## config.mk

```make
export PLATFORM = sky130hd
export DESIGN_NAME = truth_table_probe
export DESIGN_NICKNAME = d
export VERILOG_FILES = /design/src/rtl/truth_table_probe_pkg.sv /design/src/rtl/truth_table_probe_sense_sync.sv /design/src/rtl/truth_table_probe.sv
export SDC_FILE = /design/constraint.sdc
export NUM_CORES = 1
export LEC_CHECK = 0
export ABC_AREA = 1
export CAP_MARGIN = 20
export CELL_PAD_IN_SITES_DETAIL_PLACEMENT = 1
export CELL_PAD_IN_SITES_GLOBAL_PLACEMENT = 2
export CORE_ASPECT_RATIO = 0.7
export CORE_MARGIN = 2
export CORE_UTILIZATION = 32
export DETAILED_ROUTE_END_ITERATION = 10
export PLACE_DENSITY_LB_ADDON = 0.12
export SETUP_SLACK_MARGIN = 0.02
export SKIP_CTS_REPAIR_TIMING = 1
export SYNTH_ARGS = -nofsm -noshare
export SYNTH_HDL_FRONTEND = slang
export SYNTH_SLANG_ARGS = --single-unit
```

## constraint.sdc

```tcl
create_clock -name clk -period 2.4 [get_ports clk]
set_clock_uncertainty 0.15 [all_clocks]
set_input_delay 0.72 -clock clk [delete_from_list [all_inputs] [get_ports clk]]
set_output_delay 0.72 -clock clk [all_outputs]
set_load 0.03 [all_outputs]
```

## src/rtl/truth_table_probe_pkg.sv

```systemverilog
// truth_table_probe_pkg
//    Shared definitions for the truth-table probe: FSM state encoding,
//    sweep geometry and a helper that places one sampled response bit into
//    the MSB-first code word.
package truth_table_probe_pkg;

   localparam int NUM_VECTORS = 8;
   localparam int CODE_W      = 8;

   typedef enum logic [1:0] {
      ST_IDLE   = 2'd0,
      ST_SETTLE = 2'd1,
      ST_SAMPLE = 2'd2,
      ST_DONE   = 2'd3
   } state_t;

   // Vector i lands in code bit 7-i, so vector 000 ends up as the MSB.
   function automatic logic [CODE_W-1:0] put_msb_first(
      input logic [CODE_W-1:0] word,
      input logic [2:0]        idx,
      input logic              bit_val
   );
      logic [CODE_W-1:0] r;
      r = word;
      r[3'(CODE_W-1) - idx] = bit_val;
      return r;
   endfunction

endpackage

```

## src/rtl/truth_table_probe_sense_sync.sv

```systemverilog
// sense_sync
//    Multi-flop synchronizer that brings the asynchronous sense line into
//    the clk domain. All stages clear to 0 on reset.
//
//    clk   : rising-edge clock
//    reset : synchronous, active-high reset
//    d     : asynchronous input
//    q     : synchronized output (last stage)
module sense_sync #(
   parameter int STAGES = 2
) (
   input  logic clk,
   input  logic reset,
   input  logic d,
   output logic q
);

   logic [STAGES-1:0] stage_q;
   logic [STAGES-1:0] stage_d;

   assign stage_d[0] = d;

   genvar gi;
   generate
      for (gi = 1; gi < STAGES; gi++) begin : g_stage
         assign stage_d[gi] = stage_q[gi-1];
      end
   endgenerate

   always_ff @(posedge clk) begin
      if (reset) begin
         stage_q <= '0;
      end else begin
         stage_q <= stage_d;
      end
   end

   assign q = stage_q[STAGES-1];

endmodule

```

## src/rtl/truth_table_probe.sv

```systemverilog
// truth_table_probe
//    Reverse-engineers a 3-input combinational block: drives all eight input
//    vectors onto in1..in3, waits SETTLE_CYCLES per vector, samples the
//    synchronized response and rebuilds the 8-bit truth-table code. The
//    sweep is repeated PASSES times; any disagreement with the first pass
//    clears 'stable'.
//
//    clk        : rising-edge clock
//    reset      : synchronous, active-high reset (highest priority)
//    start      : measurement request, honoured when not mid-measurement
//    sense      : response of the block under test (asynchronous)
//    in1..in3   : registered stimulus, in1 is the MSB of the vector
//    busy       : measurement in progress (SETTLE, SAMPLE, DONE)
//    done       : one-cycle completion pulse
//    code       : first-pass truth-table code, MSB-first
//    valid      : code holds a completed measurement
//    stable     : all passes agreed with the first pass
module truth_table_probe
   import truth_table_probe_pkg::*;
#(
   parameter int SETTLE_CYCLES = 4,
   parameter int SYNC_STAGES   = 2,
   parameter int PASSES        = 2
) (
   input  logic              clk,
   input  logic              reset,
   input  logic              start,
   input  logic              sense,
   output logic              in1,
   output logic              in2,
   output logic              in3,
   output logic              busy,
   output logic              done,
   output logic [CODE_W-1:0] code,
   output logic              valid,
   output logic              stable
);

   // Parameter legality is checked at elaboration.
   generate
      if (SETTLE_CYCLES < 2 || SETTLE_CYCLES > 255) begin : g_bad_settle
         $error("truth_table_probe: SETTLE_CYCLES must be 2..255");
      end
      if (SETTLE_CYCLES < SYNC_STAGES || SYNC_STAGES < 1) begin : g_bad_sync
         $error("truth_table_probe: SYNC_STAGES must be 1..SETTLE_CYCLES");
      end
      if (PASSES < 1 || PASSES > 4) begin : g_bad_passes
         $error("truth_table_probe: PASSES must be 1..4");
      end
   endgenerate

   logic sense_s;

   sense_sync #(
      .STAGES (SYNC_STAGES)
   ) u_sense_sync (
      .clk   (clk),
      .reset (reset),
      .d     (sense),
      .q     (sense_s)
   );

   state_t            state_q,    state_d;
   logic [2:0]        idx_q,      idx_d;
   logic [1:0]        pass_q,     pass_d;
   logic [7:0]        settle_q,   settle_d;
   logic [CODE_W-1:0] shadow_q,   shadow_d;
   logic [CODE_W-1:0] first_q,    first_d;
   logic              mismatch_q, mismatch_d;
   logic [CODE_W-1:0] code_q,     code_d;
   logic              valid_q,    valid_d;
   logic              stable_q,   stable_d;
   logic [2:0]        vec_q,      vec_d;

   logic [CODE_W-1:0] shadow_next;
   logic              pass_mis;
   logic              accept;

   // A start in DONE is accepted directly so that a held start produces
   // back-to-back measurements without an idle gap.
   assign accept = start && (state_q == ST_IDLE || state_q == ST_DONE);

   always_comb begin
      state_d     = state_q;
      idx_d       = idx_q;
      pass_d      = pass_q;
      settle_d    = settle_q;
      shadow_d    = shadow_q;
      first_d     = first_q;
      mismatch_d  = mismatch_q;
      code_d      = code_q;
      valid_d     = valid_q;
      stable_d    = stable_q;
      vec_d       = vec_q;
      shadow_next = put_msb_first(shadow_q, idx_q, sense_s);
      pass_mis    = 1'b0;

      case (state_q)
         ST_IDLE: begin
            state_d = ST_IDLE;
         end

         ST_SETTLE: begin
            if (settle_q == 8'(SETTLE_CYCLES - 1)) begin
               state_d = ST_SAMPLE;
            end else begin
               settle_d = settle_q + 8'd1;
            end
         end

         ST_SAMPLE: begin
            shadow_d = shadow_next;
            if (idx_q != 3'(NUM_VECTORS - 1)) begin
               idx_d    = idx_q + 3'd1;
               vec_d    = idx_q + 3'd1;
               settle_d = 8'd0;
               state_d  = ST_SETTLE;
            end else begin
               // End of a sweep: pass 0 defines the reference code, later
               // passes only contribute to the sticky mismatch flag.
               pass_mis   = (pass_q != 2'd0) && (shadow_next != first_q);
               mismatch_d = mismatch_q | pass_mis;
               if (pass_q == 2'd0) begin
                  first_d = shadow_next;
               end
               if (pass_q < 2'(PASSES - 1)) begin
                  pass_d   = pass_q + 2'd1;
                  idx_d    = 3'd0;
                  vec_d    = 3'd0;
                  settle_d = 8'd0;
                  state_d  = ST_SETTLE;
               end else begin
                  // Results are registered on the way into DONE so they are
                  // visible in the same cycle as the done pulse.
                  state_d  = ST_DONE;
                  code_d   = (pass_q == 2'd0) ? shadow_next : first_q;
                  valid_d  = 1'b1;
                  stable_d = !(mismatch_q | pass_mis);
                  vec_d    = 3'd0;
               end
            end
         end

         ST_DONE: begin
            state_d = ST_IDLE;
         end

         default: begin
            state_d = ST_IDLE;
         end
      endcase

      if (accept) begin
         state_d    = ST_SETTLE;
         idx_d      = 3'd0;
         pass_d     = 2'd0;
         settle_d   = 8'd0;
         vec_d      = 3'd0;
         shadow_d   = '0;
         first_d    = '0;
         mismatch_d = 1'b0;
         valid_d    = 1'b0;
         stable_d   = 1'b0;
      end
   end

   always_ff @(posedge clk) begin
      if (reset) begin
         state_q    <= ST_IDLE;
         idx_q      <= 3'd0;
         pass_q     <= 2'd0;
         settle_q   <= 8'd0;
         shadow_q   <= '0;
         first_q    <= '0;
         mismatch_q <= 1'b0;
         code_q     <= '0;
         valid_q    <= 1'b0;
         stable_q   <= 1'b0;
         vec_q      <= 3'd0;
      end else begin
         state_q    <= state_d;
         idx_q      <= idx_d;
         pass_q     <= pass_d;
         settle_q   <= settle_d;
         shadow_q   <= shadow_d;
         first_q    <= first_d;
         mismatch_q <= mismatch_d;
         code_q     <= code_d;
         valid_q    <= valid_d;
         stable_q   <= stable_d;
         vec_q      <= vec_d;
      end
   end

   assign in1    = vec_q[2];
   assign in2    = vec_q[1];
   assign in3    = vec_q[0];
   assign busy   = (state_q != ST_IDLE);
   assign done   = (state_q == ST_DONE);
   assign code   = code_q;
   assign valid  = valid_q;
   assign stable = stable_q;

endmodule

```

======== Yosys cells after proc, flatten, opt, wreduce, memory -nomap -nowiden ========
Index checks and enable logic that the tools add are counted.
storage, ports and cells
  bits of input ports ..................... 4
  output and inout port bits .............. 15
  flip-flop bits (word level) ............. 47
  word-level logic and storage cells ...... 67
operators by class
  order comparisons ....................... 3
  $add $sub $neg .......................... 4
  bitwise gates (word level) .............. 3
  mux-type cells .......................... 16
  equal/unequal tests ..................... 10
  reduce and logical (&&, ||, !) cells .... 18
operators with widths
  operator                                                                             count
  8-bit 2-to-1 mux                                                                     4
  8-bit case mux with 2 select lines                                                   1
  3-bit 2-to-1 mux                                                                     3
  3-bit inequality test, second input constant                                         3
  3-bit AND reduction                                                                  3
  8-bit by 1-bit adder with 8-bit output, second input constant                        1
  8-bit bitwise mux                                                                    1
  8-bit by 2-bit == test with 1-bit output, second input constant                      1
  8-bit inequality test                                                                1
  2-bit nonzero test                                                                   4
  2-bit 2-to-1 mux                                                                     3
  2-bit case mux with 3 select lines                                                   1
  2-bit == test, second input constant                                                 2
  2-bit logical NOT                                                                    2
  3-bit by 4-bit less-than comparator with 1-bit output, second input constant         1
  2-bit inequality test, second input constant                                         2
  2-bit AND reduction                                                                  2
  2-bit OR reduction                                                                   2
  3-bit by 1-bit adder with 3-bit output, second input constant                        1
  1-bit demux with 3-bit select                                                        1
  3-bit by 1-bit greater-or-equal comparator with 1-bit output, second input constant  1
  1-bit logical AND                                                                    3
  3-bit subtractor, first input constant                                               1
  2-bit by 1-bit adder with 2-bit output, second input constant                        1
  other kinds (7)                                                                      9

======== Logic depth before layout (Yosys ltp) ========
  word-level depth ........................ 10
  gate-level depth with buffers ........... 12
  mapped depth without buffers ............ 12

======== Cells and area by module ========
A second synthesis with hierarchy kept.
second synthesis, totals
  cells, all modules ...................... 354
  area, all modules ....................... 2,439.8 µm²
by module, submodules not included
  module             sequential area each (µm²)  cells each  times used  area each (µm²)
  truth_table_probe  900.9                       348         1           2,384.8
  sense_sync         40.0                        6           1           55.1

======== Least setup slack after synthesis ========
Ideal clock, no wire load.
  path kind ............................... reg-to-reg
  from .................................... register idx_q[0]
  to ...................................... register settle_q[4]
  stages on the path, launching flop included .. 13
  buffers on the path ..................... 0
  setup time .............................. 0.133 ns
  slack ................................... 0.575 ns
  period minus slack after synthesis ...... 1.825 ns
  data arrival time ....................... 1.542 ns
  required time ........................... 2.117 ns
  cell sequence ........................... dfxtp_1 -> ha_1 -> ha_1 -> inv_1 -> o21ai_2 -> o21ai_1 -> nand2_2 -> inv_2 -> nand2_1 -> nor2_1 -> nand2_1 -> xor2_1 -> nor2_1
on the way
  cells in the longest elaborated chain, start to end .. 3
  elaborated cells on any way between the ends .. 5
  those cells by class .................... eq/ne: 2; mux: 2; reduce/logical: 1
ends and longest elaborated chain
  element                                                                                     RTL line                  source
  start: declaration                                                                          truth_table_probe.sv:64   logic [2:0] idx_q, idx_d;
  start signal: assignment                                                                    truth_table_probe.sv:182  idx_q <= idx_d;
  3-bit inequality test *                                                                     truth_table_probe.sv:113  if (idx_q != 3'(NUM_VECTORS - 1)) begin
  3-bit inequality test (no source line) or 8-bit 2-to-1 mux (tied branches)                  n/a
  3-bit AND reduction (no source line) or 8-bit case mux with 2 select lines (tied branches)  n/a
  end signal: assignment                                                                      truth_table_probe.sv:184  settle_q <= settle_d;
  end: declaration                                                                            truth_table_probe.sv:66   logic [7:0] settle_q, settle_d;
Every way passes the cells marked *; elsewhere a longest branch is shown, timed or not.
A chain may end at the register's enable or synchronous reset.

======== Worst setup path after layout ========
  from .................................... register vec_q[0]
  to ...................................... output port in3
RTL lines
  element                   RTL line                  source
  start: declaration        truth_table_probe.sv:73   logic [2:0] vec_q, vec_d;
  start signal: assignment  truth_table_probe.sv:191  vec_q <= vec_d;
  end: declaration          truth_table_probe.sv:31   output logic in3,
No word-level cell between the ends.

==> summary.md <==
| Metric | Value |
|---|---|
| Status | completed |
| Required time of the critical path | 1.53 ns |
| R2R Path End | code[5]$_SDFFE_PP0P_ |
| Via count | 2,205 |
| First-pass GRT wire length | 10,700 µm |
| Placed wire-length estimate | 4870 µm |
| Layout cells sized above 1 | 8.51% |
| #FFs+latches synth | 47 |
| Pin count of the biggest net entering global routing | 21 |
| CP max stage cell | clkdlybuf4s50_1 |
| Vias per cell | 4.65 |
| DIE WIDTH | 107 µm |
| Final min period | 2.21 ns |
| CTS clk-pin slew, worst paths | 0.09 ns |
| Worst setup path class | register to output pin |
| Crit path launch type | register |
| Final nets | 388 |
| Pwr Density | 807 nW/µm² |
| Insertion delay to the later sink of the worst-skew pair | 0.31 ns |
| Syn-to-layout area delta | 18.8% |
| H-tree levels | 2 |
| Hold path depth | 2 |
| Hold Path Sink | u_sense_sync.stage_q[1]$_SDFF_PP0_ |
| Worst hold slack | 0.277 ns |
| Wirelength, routed | 6310 µm |
| Max-Cap Viols | 0 |
| Lkg Pwr | 0.00132 µW |
| Reg area | 941 µm² |
| Max Clk Rate | 0.452 GHz |
| Yosys warnings | 0 |
| Total global routing overflow | 0 |
| Antenna-violating nets left | 0 |
| Worst Max-Slew Pin Slew | 0.624 ns |
| CTS max path bufs | 2 |
| Ports | 19 |
| Initial antenna violation count | 0 |
| Clock tree sinks | 47 |
| Multi-input logic area | 1150 µm² |
| Relative slew slack | 58.0% |
| Antenna cells | 0 |
| Total GRT Usage | 16.8% |
| Die area | 8140 µm² |
| Fill cell count | 962 |
| Reg2reg start | state_q[0]$_SDFFE_PP0P_ |
| 1st-iter DRT viols | 76 |
| FF-to-FF path depth | 10 |
| Syn_nets | 360 |
| Fin cells | 474 |
| Gate Count Post-Synth | 347 |
| Min-delay worst type | register to register |
| Crit share post-route | 92.2% |
| Global placer's final weighted congestion | 0.748 |
| Placed cells | 464 |
| Sequential area share after synthesis | 39.6% |
| CP top delay family | buffers and inverters |
| Yosys cell types | 21 |
| Final Max Slew Viols | 0 |
| Hold Vio Cnt, Final | 0 |
| Die H | 76.1 µm |
| Cts bufs inserted | 5 |
| Avg Cell Area, Syn | 6.85 µm² |
| Clock root buffer | clkbuf_8 |
| CTS tree | yes |
| CP cell instances | clkdlybuf4s50_1 |
| R2R setup slack | 0.30 ns |
| Vias in the first global route | 2,155 |
| Wire per inst | 13.3 µm |
| Max FO, Critical Path | 2 |
| FP Rows | 26 |
| Worst path bufs/invs | 1 |
| Worst Setup End Kind | output pin |
| CORE AREA | 7250 µm² |
| CP Data Arrival Time | 1.34 ns |
| # DRC | 0 |
| RSZ-0062 raised after global routing | no |
| Synthesized area | 2380 µm² |
| DR pass1 iterations | 4 |
| # setup viols final | 0 |
| Number of port buffers | 18 |
| Max rail drop VDD | 0.291 mV |
| Worst hold start | u_sense_sync.stage_q[0]$_SDFF_PP0_ |
| Starting Density | 32.8% |
| Worst path max stage delay | 0.68 ns |
## synthesized netlist by cell type (all sizes together)
cell	n	area, µm²
xor2	4	35.0
o21ai	43	219
buf	7	47.6
nand2	67	254
ha	9	113
or2	2	12.5
nor3	1	5.00
nor3b	1	7.51
nor2	29	109
inv	58	218
nand4	10	62.6
a21oi	31	155
nand3	26	130
o21a	6	45.0
clkbuf	6	22.5
dfxtp	47	941
## worst max-delay path by stage
stage | cells after the start | end | slack [ns] | start
5_1_grt | 10 | code[3]$_SDFFE_PP0P_ | 0.04 | state_q[0]$_SDFFE_PP0P_
3_3_place_gp | 9 | first_q[5]$_SDFFE_PP0P_ | 0.17 | start
2_1_floorplan | 12 | settle_q[4]$_SDFFE_PP0P_ | 0.58 | idx_q[0]$_SDFFE_PP0P_
3_5_place_dp | 6 | settle_q[2]$_SDFFE_PP0P_ | 0.08 | start
6_report | 1 | in3 | 0.19 | vec_q[0]$_SDFFE_PP0P_
4_1_cts | 4 | busy | -0.17 | state_q[0]$_SDFFE_PP0P_
## metrics by stage
step | setup slack, ns | total power (µW) | instance area (µm²) | util (%) | setup TNS (ns)
after detailed placement | 0.0779 | 1810 | 2710 | 37.4 | 0
after global placement | 0.168 | 1790 | 2710 | 37.4 | 0
after floorplan | 0.575 | 1480 | 2380 | - | 0
after global routing | 0.0391 | 2460 | 2820 | 38.9 | 0
after CTS | -0.170 | 2310 | 2800 | 38.6 | -0.175
final | 0.188 | 2280 | 2820 | 38.9 | 0
## area by class of cell
type	count	area share (%)
Multi-Input combinational cell	229	40.6
Tap cell	98	4.34
Inverter	58	7.85
Sequential cell	47	33.3
Clock inverter	2	0.443
Timing Repair Buffer	34	10.8
Clock buffer	6	2.57
## routing by layer
metal / global-route usage [%] / share of wire [%] / up-vias / wire (µm)
met5: 0 / 0 / - / 0
met4: 3.90 / 0.95 / 0 / 60
met3: 3.51 / 2.0 / 8 / 129
met2: 24.3 / 40 / 16 / 2540
met1: 25.3 / 57 / 1015 / 3580
li1: - / - / 1166 / -
## registers in the layout, summed over array words and instances, names as in the netlist
signal                count
shadow_q                  8
idx_q                     3
mismatch_q                1
first_q                   8
pass_q                    2
code                      8
valid                     1
state_q                   2
u_sense_sync.stage_q      2
settle_q                  8
vec_q                     3
stable                    1
## kinds of logic (layout without fill, tap and decap cells)
kind of cell	after synthesis	count (layout)	synth area share, %
flip-flops	47	47	39.6
buffers and inverters	71	100	12.1
AND/OR/NAND/NOR	136	136	24.4
AO/OA/AOI/OAI	80	80	17.6
XOR/XNOR	4	4	1.47
adder cells (fa/ha/maj)	9	9	4.74
## report_power, final
| part | switching (µW) | internal, µW |
|---|---|---|
| sequential | 48.6 | 849 |
| combinational | 568 | 312 |
| clock | 296 | 205 |
| total | 912 | 1370 |
## layout by cell type (no fill, tap or decap)
cell type | Yosys | final
dfxtp_1 | 47 | 47
o21ai_0 | 40 | 40
nand3_1 | 26 | 26
inv_1 | 55 | 53
ha_1 | 9 | 9
nand4_1 | 10 | 10
nand2_2 | 1 | 1
nor3b_1 | 1 | 1
o21ai_1 | 2 | 2
xor2_1 | 4 | 4
buf_4 | 5 | 16
dlymetal6s2s_1 | 0 | 2
clkbuf_8 | 0 | 5
o21a_1 | 6 | 6
a21oi_1 | 31 | 31
clkbuf_1 | 6 | 1
o21ai_2 | 1 | 1
clkdlybuf4s50_1 | 0 | 16
nor3_1 | 1 | 1
clkinv_2 | 0 | 1
nand2_1 | 66 | 66
or2_2 | 2 | 2
inv_2 | 3 | 4
clkinvlp_4 | 0 | 2
nor2_1 | 29 | 29
Power figures use the tool's default switching activity.
